===== config.mk =====
export PLATFORM = sky130hd
export DESIGN_NAME = wide_add_sub_seq
export DESIGN_NICKNAME = d
export VERILOG_FILES = /design/src/rtl/wide_add_sub_seq_pkg.sv /design/src/rtl/adder_sub.sv /design/src/rtl/wide_add_sub_seq.sv
export SDC_FILE = /design/constraint.sdc
export NUM_CORES = 1
export LEC_CHECK = 0
export ABC_AREA = 1
export CAP_MARGIN = 10
export CORE_ASPECT_RATIO = 1.75
export CORE_UTILIZATION = 30
export CTS_CLUSTER_DIAMETER = 200
export DETAILED_ROUTE_END_ITERATION = 12
export DONT_BUFFER_PORTS = 1
export PLACE_DENSITY = 0.41
export SLEW_MARGIN = 20
export SYNTH_ARGS = -nofsm -noshare
export SYNTH_HDL_FRONTEND = slang
export SYNTH_SLANG_ARGS = --single-unit

===== constraint.sdc =====
create_clock -name clk -period 10.25 [get_ports clk]
set_input_delay 2.5625 -clock clk [delete_from_list [all_inputs] [get_ports clk]]
set_output_delay 2.5625 -clock clk [all_outputs]
set_load 0.05 [all_outputs]

===== src/rtl/wide_add_sub_seq_pkg.sv =====
// Shared types for the multi-word add/subtract sequencer.
// Holds the FSM state encoding and the opcode constants.
package wide_add_sub_seq_pkg;

    typedef enum logic [1:0] {
        StIdle = 2'd0,
        StRun  = 2'd1,
        StDone = 2'd2
    } state_e;

    localparam logic OP_ADD = 1'b0;
    localparam logic OP_SUB = 1'b1;

endpackage


===== src/rtl/adder_sub.sv =====
// Single-word adder/subtractor with carry in and carry out.
// cnt=1 inverts b so that a - b is formed with cin=1.
module adder_sub #(
    parameter int unsigned n = 32
) (
    input  logic [n-1:0] a,
    input  logic [n-1:0] b,
    input  logic         cin,
    input  logic         cnt,
    output logic [n-1:0] s,
    output logic         cout
);

    logic [n-1:0] b_eff;

    always_comb begin
        b_eff       = cnt ? ~b : b;
        {cout, s}   = {1'b0, a} + {1'b0, b_eff} + {{n{1'b0}}, cin};
    end

endmodule


===== src/rtl/wide_add_sub_seq.sv =====
// Streams WORDS n-bit words, LSW first, through one adder_sub to form a
// WORDS*n-bit add or subtract, with valid/ready on both operand and result.
module wide_add_sub_seq
    import wide_add_sub_seq_pkg::*;
#(
    parameter int unsigned n     = 32,
    parameter int unsigned WORDS = 4
) (
    input  logic               clk,
    input  logic               rst,
    input  logic               in_valid,
    output logic               in_ready,
    input  logic               sub,
    input  logic [WORDS*n-1:0] op_a,
    input  logic [WORDS*n-1:0] op_b,
    output logic               out_valid,
    input  logic               out_ready,
    output logic [WORDS*n-1:0] res,
    output logic               carry,
    output logic               zero,
    output logic               ovf
);

    localparam int unsigned W  = WORDS * n;
    localparam int unsigned IW = $clog2(WORDS);
    localparam logic [IW-1:0] LastIdx = IW'(WORDS - 1);

    state_e        state_q, state_d;
    logic [W-1:0]  op_a_q, op_a_d;
    logic [W-1:0]  op_b_q, op_b_d;
    logic          sub_q, sub_d;
    logic [IW-1:0] idx_q, idx_d;
    logic          carry_q, carry_d;
    logic [W-1:0]  res_q, res_d;
    logic          cf_q, cf_d;
    logic          zero_q, zero_d;
    logic          ovf_q, ovf_d;
    logic          out_valid_q, out_valid_d;

    logic [n-1:0]  word_a, word_b, word_s;
    logic          word_cout;
    logic [W-1:0]  word_res;
    logic          a_m, b_m, r_m;

    assign word_a = op_a_q[idx_q*n +: n];
    assign word_b = op_b_q[idx_q*n +: n];

    adder_sub #(
        .n (n)
    ) u_adder_sub (
        .a    (word_a),
        .b    (word_b),
        .cin  (carry_q),
        .cnt  (sub_q),
        .s    (word_s),
        .cout (word_cout)
    );

    always_comb begin
        state_d     = state_q;
        op_a_d      = op_a_q;
        op_b_d      = op_b_q;
        sub_d       = sub_q;
        idx_d       = idx_q;
        carry_d     = carry_q;
        res_d       = res_q;
        cf_d        = cf_q;
        zero_d      = zero_q;
        ovf_d       = ovf_q;
        out_valid_d = out_valid_q;

        // Result with the current word merged in; on the last word this is final.
        word_res                  = res_q;
        word_res[idx_q*n +: n]    = word_s;
        a_m                       = op_a_q[W-1];
        b_m                       = op_b_q[W-1];
        r_m                       = word_res[W-1];

        unique case (state_q)
            StIdle: begin
                if (in_valid) begin
                    op_a_d  = op_a;
                    op_b_d  = op_b;
                    sub_d   = sub;
                    idx_d   = '0;
                    carry_d = sub;  // +1 of the two's-complement negation
                    state_d = StRun;
                end
            end
            StRun: begin
                res_d   = word_res;
                carry_d = word_cout;
                idx_d   = idx_q + 1'b1;
                if (idx_q == LastIdx) begin
                    cf_d        = word_cout;
                    zero_d      = (word_res == '0);
                    ovf_d       = (sub_q == OP_SUB) ? ((a_m != b_m) && (r_m != a_m))
                                                    : ((a_m == b_m) && (r_m != a_m));
                    out_valid_d = 1'b1;
                    state_d     = StDone;
                end
            end
            StDone: begin
                if (out_ready) begin
                    out_valid_d = 1'b0;
                    state_d     = StIdle;
                end
            end
            default: state_d = StIdle;
        endcase
    end

    always_ff @(posedge clk) begin
        if (!rst) begin
            state_q     <= StIdle;
            op_a_q      <= '0;
            op_b_q      <= '0;
            sub_q       <= OP_ADD;
            idx_q       <= '0;
            carry_q     <= 1'b0;
            res_q       <= '0;
            cf_q        <= 1'b0;
            zero_q      <= 1'b0;
            ovf_q       <= 1'b0;
            out_valid_q <= 1'b0;
        end else begin
            state_q     <= state_d;
            op_a_q      <= op_a_d;
            op_b_q      <= op_b_d;
            sub_q       <= sub_d;
            idx_q       <= idx_d;
            carry_q     <= carry_d;
            res_q       <= res_d;
            cf_q        <= cf_d;
            zero_q      <= zero_d;
            ovf_q       <= ovf_d;
            out_valid_q <= out_valid_d;
        end
    end

    assign in_ready  = (state_q == StIdle);
    assign out_valid = out_valid_q;
    assign res       = res_q;
    assign carry     = cf_q;
    assign zero      = zero_q;
    assign ovf       = ovf_q;

endmodule


== After elaboration in Yosys (flattened, before gate mapping) ==
Index checks and enable logic that the tools add are counted.
Cells by class
  add/subtract/negate cells: 4
  equal/unequal tests: 9
  shift operators: 4
  muxes and demuxes: 14
  bitwise logic cells: 1
  reduce and logical (&&, ||, !) cells: 11
Operators with widths (count)
  $shiftx 128x8->32: 2
  $bwmux 128: 1
  $logic_not 128->1: 1
  $shift 32x34->128 const A: 1
  $shiftx 32x34->128: 1
  $neg 7->34: 1
  $add 32x32->33: 1
  $add 33x1->33: 1
  $mux 32: 1
  $not 32->32: 1
  $mux 2: 4
  $ne 2x2->1 const B: 3
  $pmux 2 s3: 1
  $reduce_and 2->1: 3
  $reduce_and 3->1: 2
  $eq 2x2->1 const B: 2
  $mux 1: 4
  $pmux 1 s2: 2
  $pmux 2 s2: 1
  $reduce_bool 2->1: 2
  $add 2x1->2 const B: 1
  $eq 2x1->1 const B: 1
  $logic_and 1x1->1: 2
  $logic_not 2->1: 1
  other kinds (2): 3
Storage, ports and cells
  register bits after elaboration: 394
  input port bits: 261
  output and inout port bits: 133
  logic and storage cells: 54

== Depth between registers and ports, before layout ==
  depth after elaboration: 10
  depth in mapped cells: 30
  depth with buffers taken out: 27

== Modules after synthesis ==
A second synthesis with hierarchy kept.
Second synthesis, totals
  cell total of the unflattened synthesis: 3337
  area total of the unflattened synthesis: 21242.9 µm²
By module, submodules not included
  wide_add_sub_seq: instances 1, cells an instance 2784, area each 18486.5 µm², seq. area each 7887.6 µm²
  adder_sub: instances 1, cells an instance 553, area each 2756.4 µm², seq. area each 0.0 µm²

== Worst setup path after synthesis ==
No wires, ideal clock.
  path kind: flip-flop to flip-flop
  from: reg idx_q[0]
  to: reg zero_q, in the netlist zero
  library setup time: 0.067 ns
  arrival time: 3.861 ns
  data required time: 10.183 ns
  setup slack: 6.322 ns
  cell stages (with the launch flop): 27
  buffers on the path: 4
  period minus slack after synthesis: 3.928 ns
  cell sequence: dfxtp_1 buf_2 buf_2 buf_2 clkbuf_1 o21ai_0 o22ai_1 xnor2_1 fa_1 inv_1 fa_1 nand3_1 o21a_1 nand3_1 nor2_1 nand2_1 nor2_1 nand2_1 nor2_1 nand2_1 nor2_1 nand3_1 nor2_1 nand3_1 nor2_1 nand2_1 a21oi_2
On the way
  cells in the longest elaborated chain, start to end: 8
  elaborated cells on any way between the ends: 13
Ends and longest elaborated chain
  start, declared: line wide_add_sub_seq.sv:32  | logic [IW-1:0] idx_q, idx_d;
  start signal, assigned: line wide_add_sub_seq.sv:131  | idx_q <= idx_d;
  $shiftx 128x8->32: line wide_add_sub_seq.sv:46  | assign word_b = op_b_q[idx_q*n +: n];
  $not 32->32: line adder_sub.sv:17  | b_eff = cnt ? ~b : b;
  $mux 32: line adder_sub.sv:17
  $add 32x32->33: line adder_sub.sv:18  | {cout, s} = {1'b0, a} + {1'b0, b_eff} + {{n{1'b0}}, cin};
  $add 33x1->33: line adder_sub.sv:18
  $shiftx 32x34->128: line wide_add_sub_seq.sv:74  | word_res[idx_q*n +: n] = word_s;
  $bwmux 128: line wide_add_sub_seq.sv:74
  $logic_not 128->1: line wide_add_sub_seq.sv:96  | zero_d = (word_res == '0);
  end signal, assigned: line wide_add_sub_seq.sv:135  | zero_q <= zero_d;
  end, declared: line wide_add_sub_seq.sv:36  | logic zero_q, zero_d;
Several ways; a longest one is shown, not always the timed one.
A chain may end at the register's enable or synchronous reset.

== Worst setup path in the final report ==
Ends and elaborated chain as after synthesis.

==> out/qor.txt <==
GR Overflow Total -> 0
Worst EP arrival -> 6130 ps
die width -> 203 microns
Post-CTS Hold Buffers -> 0
crit share post-route -> 0.547
Vias -> 20.9k
Die ar. -> 0.0717 sq mm
Finished Layout Cells -> 4,147
DRT iter0 DRCs -> 1,184
synth top area cells -> dfxtp_1, nor2_1, o21ai_0, nand2_1, inv_1
Final Hold Viols -> 0
Slew headroom -> 0.287
mapped cell area -> 0.0212 sq mm
Clock power frac -> 0.325
CTS tree -> yes
setup violators final -> 0
layout cell share with drive strength beyond 1 -> 0.0473
Placed Cells -> 4,068
Main synth FF type -> dfxtp_1
setup_tns -> 0 ps
die height -> 353 microns
Syn Nets -> 3,650
CTS Buf Count -> 43
CTS Root Cell -> clkbuf_16
clock tree buffer depth -> 3
Clock Skews -> 12.4 ps
Static Leak -> 0.0110 uW
minimum clock period -> 5610 ps
Skew-Pair Late Insertion Delay -> 600 ps
Pwr Density -> 211 mW/mm^2
maximum vdd drop -> 0.106 mV
row cnt -> 128
# H-tree levels -> 2
Fmax -> 178 MHz
average routed wire per standard cell -> 20.5 microns
Routed WL -> 85,200 microns
number of setup buffers added after CTS -> 0
Filler Cells Inserted -> 7,845
Nets -> 3,504
Distinct cells, synth -> 43
remaining antenna violation count after routing -> 0
area grow syn2layout -> 9.02%
largest net degree at the start of global routing -> 301
Post-DP Area -> 0.0217 sq mm
sequential power share -> 0.398
GRT Resource Usage Total -> 0.233
vias per cell -> 5.03
fin. max-slew vios -> 0
vias in the first global route -> 20.2k
sequential area share after synthesis -> 0.373
port bufs -> 0
first-pass GRT wire length -> 127,000 microns
initial antenna violation count -> 27
Least-Margin Pin Slew -> 1070 ps
Sw Ratio -> 0.393
Syn Area/Cell -> 6.32 sq um
worst hold slack -> 477 ps
Switch Pwr -> 1910 uW
post-CTS sizing -> 0
Post-Syn Instances -> 3,350
Post-Place Setup Slack -> 4570 ps
Critical Path RT -> 10,770 ps
max_cap viols -> 0
Post-synth EDFFs -> 0
Core Area -> 0.0697 sq mm
Syn. warnings -> 0
Internal Power -> 2950 uW
DRC viols -> 0
I/O pins -> 394
worst hold path type -> reg -> reg
cell taking the most area after synthesis -> dfxtp_1
crit path capture type -> flip-flop
RD Place Congestion -> 0.877
CTS clock-pin slew for the worst setup and hold paths -> 60 ps
asr flop ratio synth -> 0
RSZ-0062 raised after global routing -> false
final worst slack -> 4640 ps
crit path kind -> reg -> reg
Pre-antenna DRT Iters -> 5
outcome -> complete, no violations
# clock sinks -> 394
synthesized flop and latch total -> 394
Detail Placement HPWL -> 62,700 microns
crit start category -> flip-flop
CP Max Fanout -> 77
combinational share of power -> 0.277
Initial Util -> 0.304
design area -> 0.0231 sq mm
Synth top area share -> 0.373
[metal layers]
metal  vias to the layer above  track usage  wire length [microns]
li1                      10400            -                      -
met2                       637        0.407                  41400
met3                       151       0.0584                   5910
met5                         -            0                    303
met4                        48       0.0740                   2650
met1                      9598        0.275                  34800
[cell usage in the layout, fill, tap and decap left out, drive strengths merged, types with 65 or more instances in the layout]
cell type  netlist  final
nor2           856    856
o22ai           65     65
nand2          542    542
nand3          130    130
a21oi           72     72
nand4           65     65
clkbuf         170     65
dfxtp          394    394
inv            361    365
o21ai          514    514
[synthesized netlist by cell type, drive strengths merged, types with 2 or more instances]
cell type / instances
a21oi: 72
a31oi: 2
and2: 2
buf: 37
clkbuf: 170
clkinv: 5
dfxtp: 394
fa: 2
ha: 37
inv: 361
nand2: 542
nand3: 130
nand3b: 5
nand4: 65
nor2: 856
nor3: 5
o211ai: 41
o21a: 3
o21ai: 514
o21bai: 2
o22ai: 65
or2: 2
xnor2: 2
xor2: 31
[cell families after synthesis]
group | count (synthesis) | synth area share
flops | 394 | 0.373
buf+inv | 573 | 0.102
compound gates | 703 | 0.177
xor+xnor | 33 | 0.0137
simple gates | 1608 | 0.311
fa+ha+maj | 39 | 0.0238
[worst max-delay path, cell delays in order, from the launching register on]
cell,delay [ps]
dfxtp_4,490
inv_4,590
buf_4,750
o21ai_0,180
o22ai_1,260
xnor2_1,140
fa_1,410
inv_1,160
fa_1,510
nand3_1,140
o21ai_0,130
nor2_1,180
nand3_1,110
nor3_1,170
nand3_1,140
nor2_1,190
nand2_1,80
nor2_1,120
nand3_1,220
nor2_1,160
nand3_1,80
nor2_1,110
nand2_1,80
a21oi_2,100
[area by class of cell]
class	instances	area, sq um	share of cell area
antenna	3	7.51	0.000325
clock buffer	65	1260	0.0546
clock inverter	10	126	0.00548
inverter	366	1380	0.0600
multi-input combinational	2383	11100	0.482
sequential	394	7890	0.342
tap	910	1140	0.0493
timing repair buffer	16	140	0.00607
[per-stage QoR]
stage                     utilization  total power [uW]
after floorplan                     -              2870
after global placement          0.311              3330
after detailed placement        0.311              3330
after CTS                       0.331              4940
after global routing            0.331              5160
final                           0.331              4870
[worst paths after layout]
kind	from	endpoint	slack (ps)	cells after the start
max	idx_q[0]	zero	4640	23
min	op_b_q[46]	op_b_q[46]	480	2
max reg2reg	idx_q[0]	zero	4640	23
min reg2reg	op_b_q[46]	op_b_q[46]	480	2
[sequential cells by signal (all words and copies together), names as in the netlist, 2 cells and up]
name and flops:
res 128, op_a_q 128, op_b_q 128, state_q 2, idx_q 2
[power groups by stage]
| stage | clock (uW) | sequential, uW | combinational (uW) |
|---|---|---|---|
| final | 1580 | 1940 | 1350 |
| after global routing | 1690 | 1950 | 1520 |
| after detailed placement | 0 | 1970 | 1360 |
| after CTS | 1630 | 1940 | 1360 |
| after global placement | 0 | 1970 | 1350 |
| after floorplan | 0 | 1920 | 950 |
No activity file was read; power rests on OpenSTA's default activity.
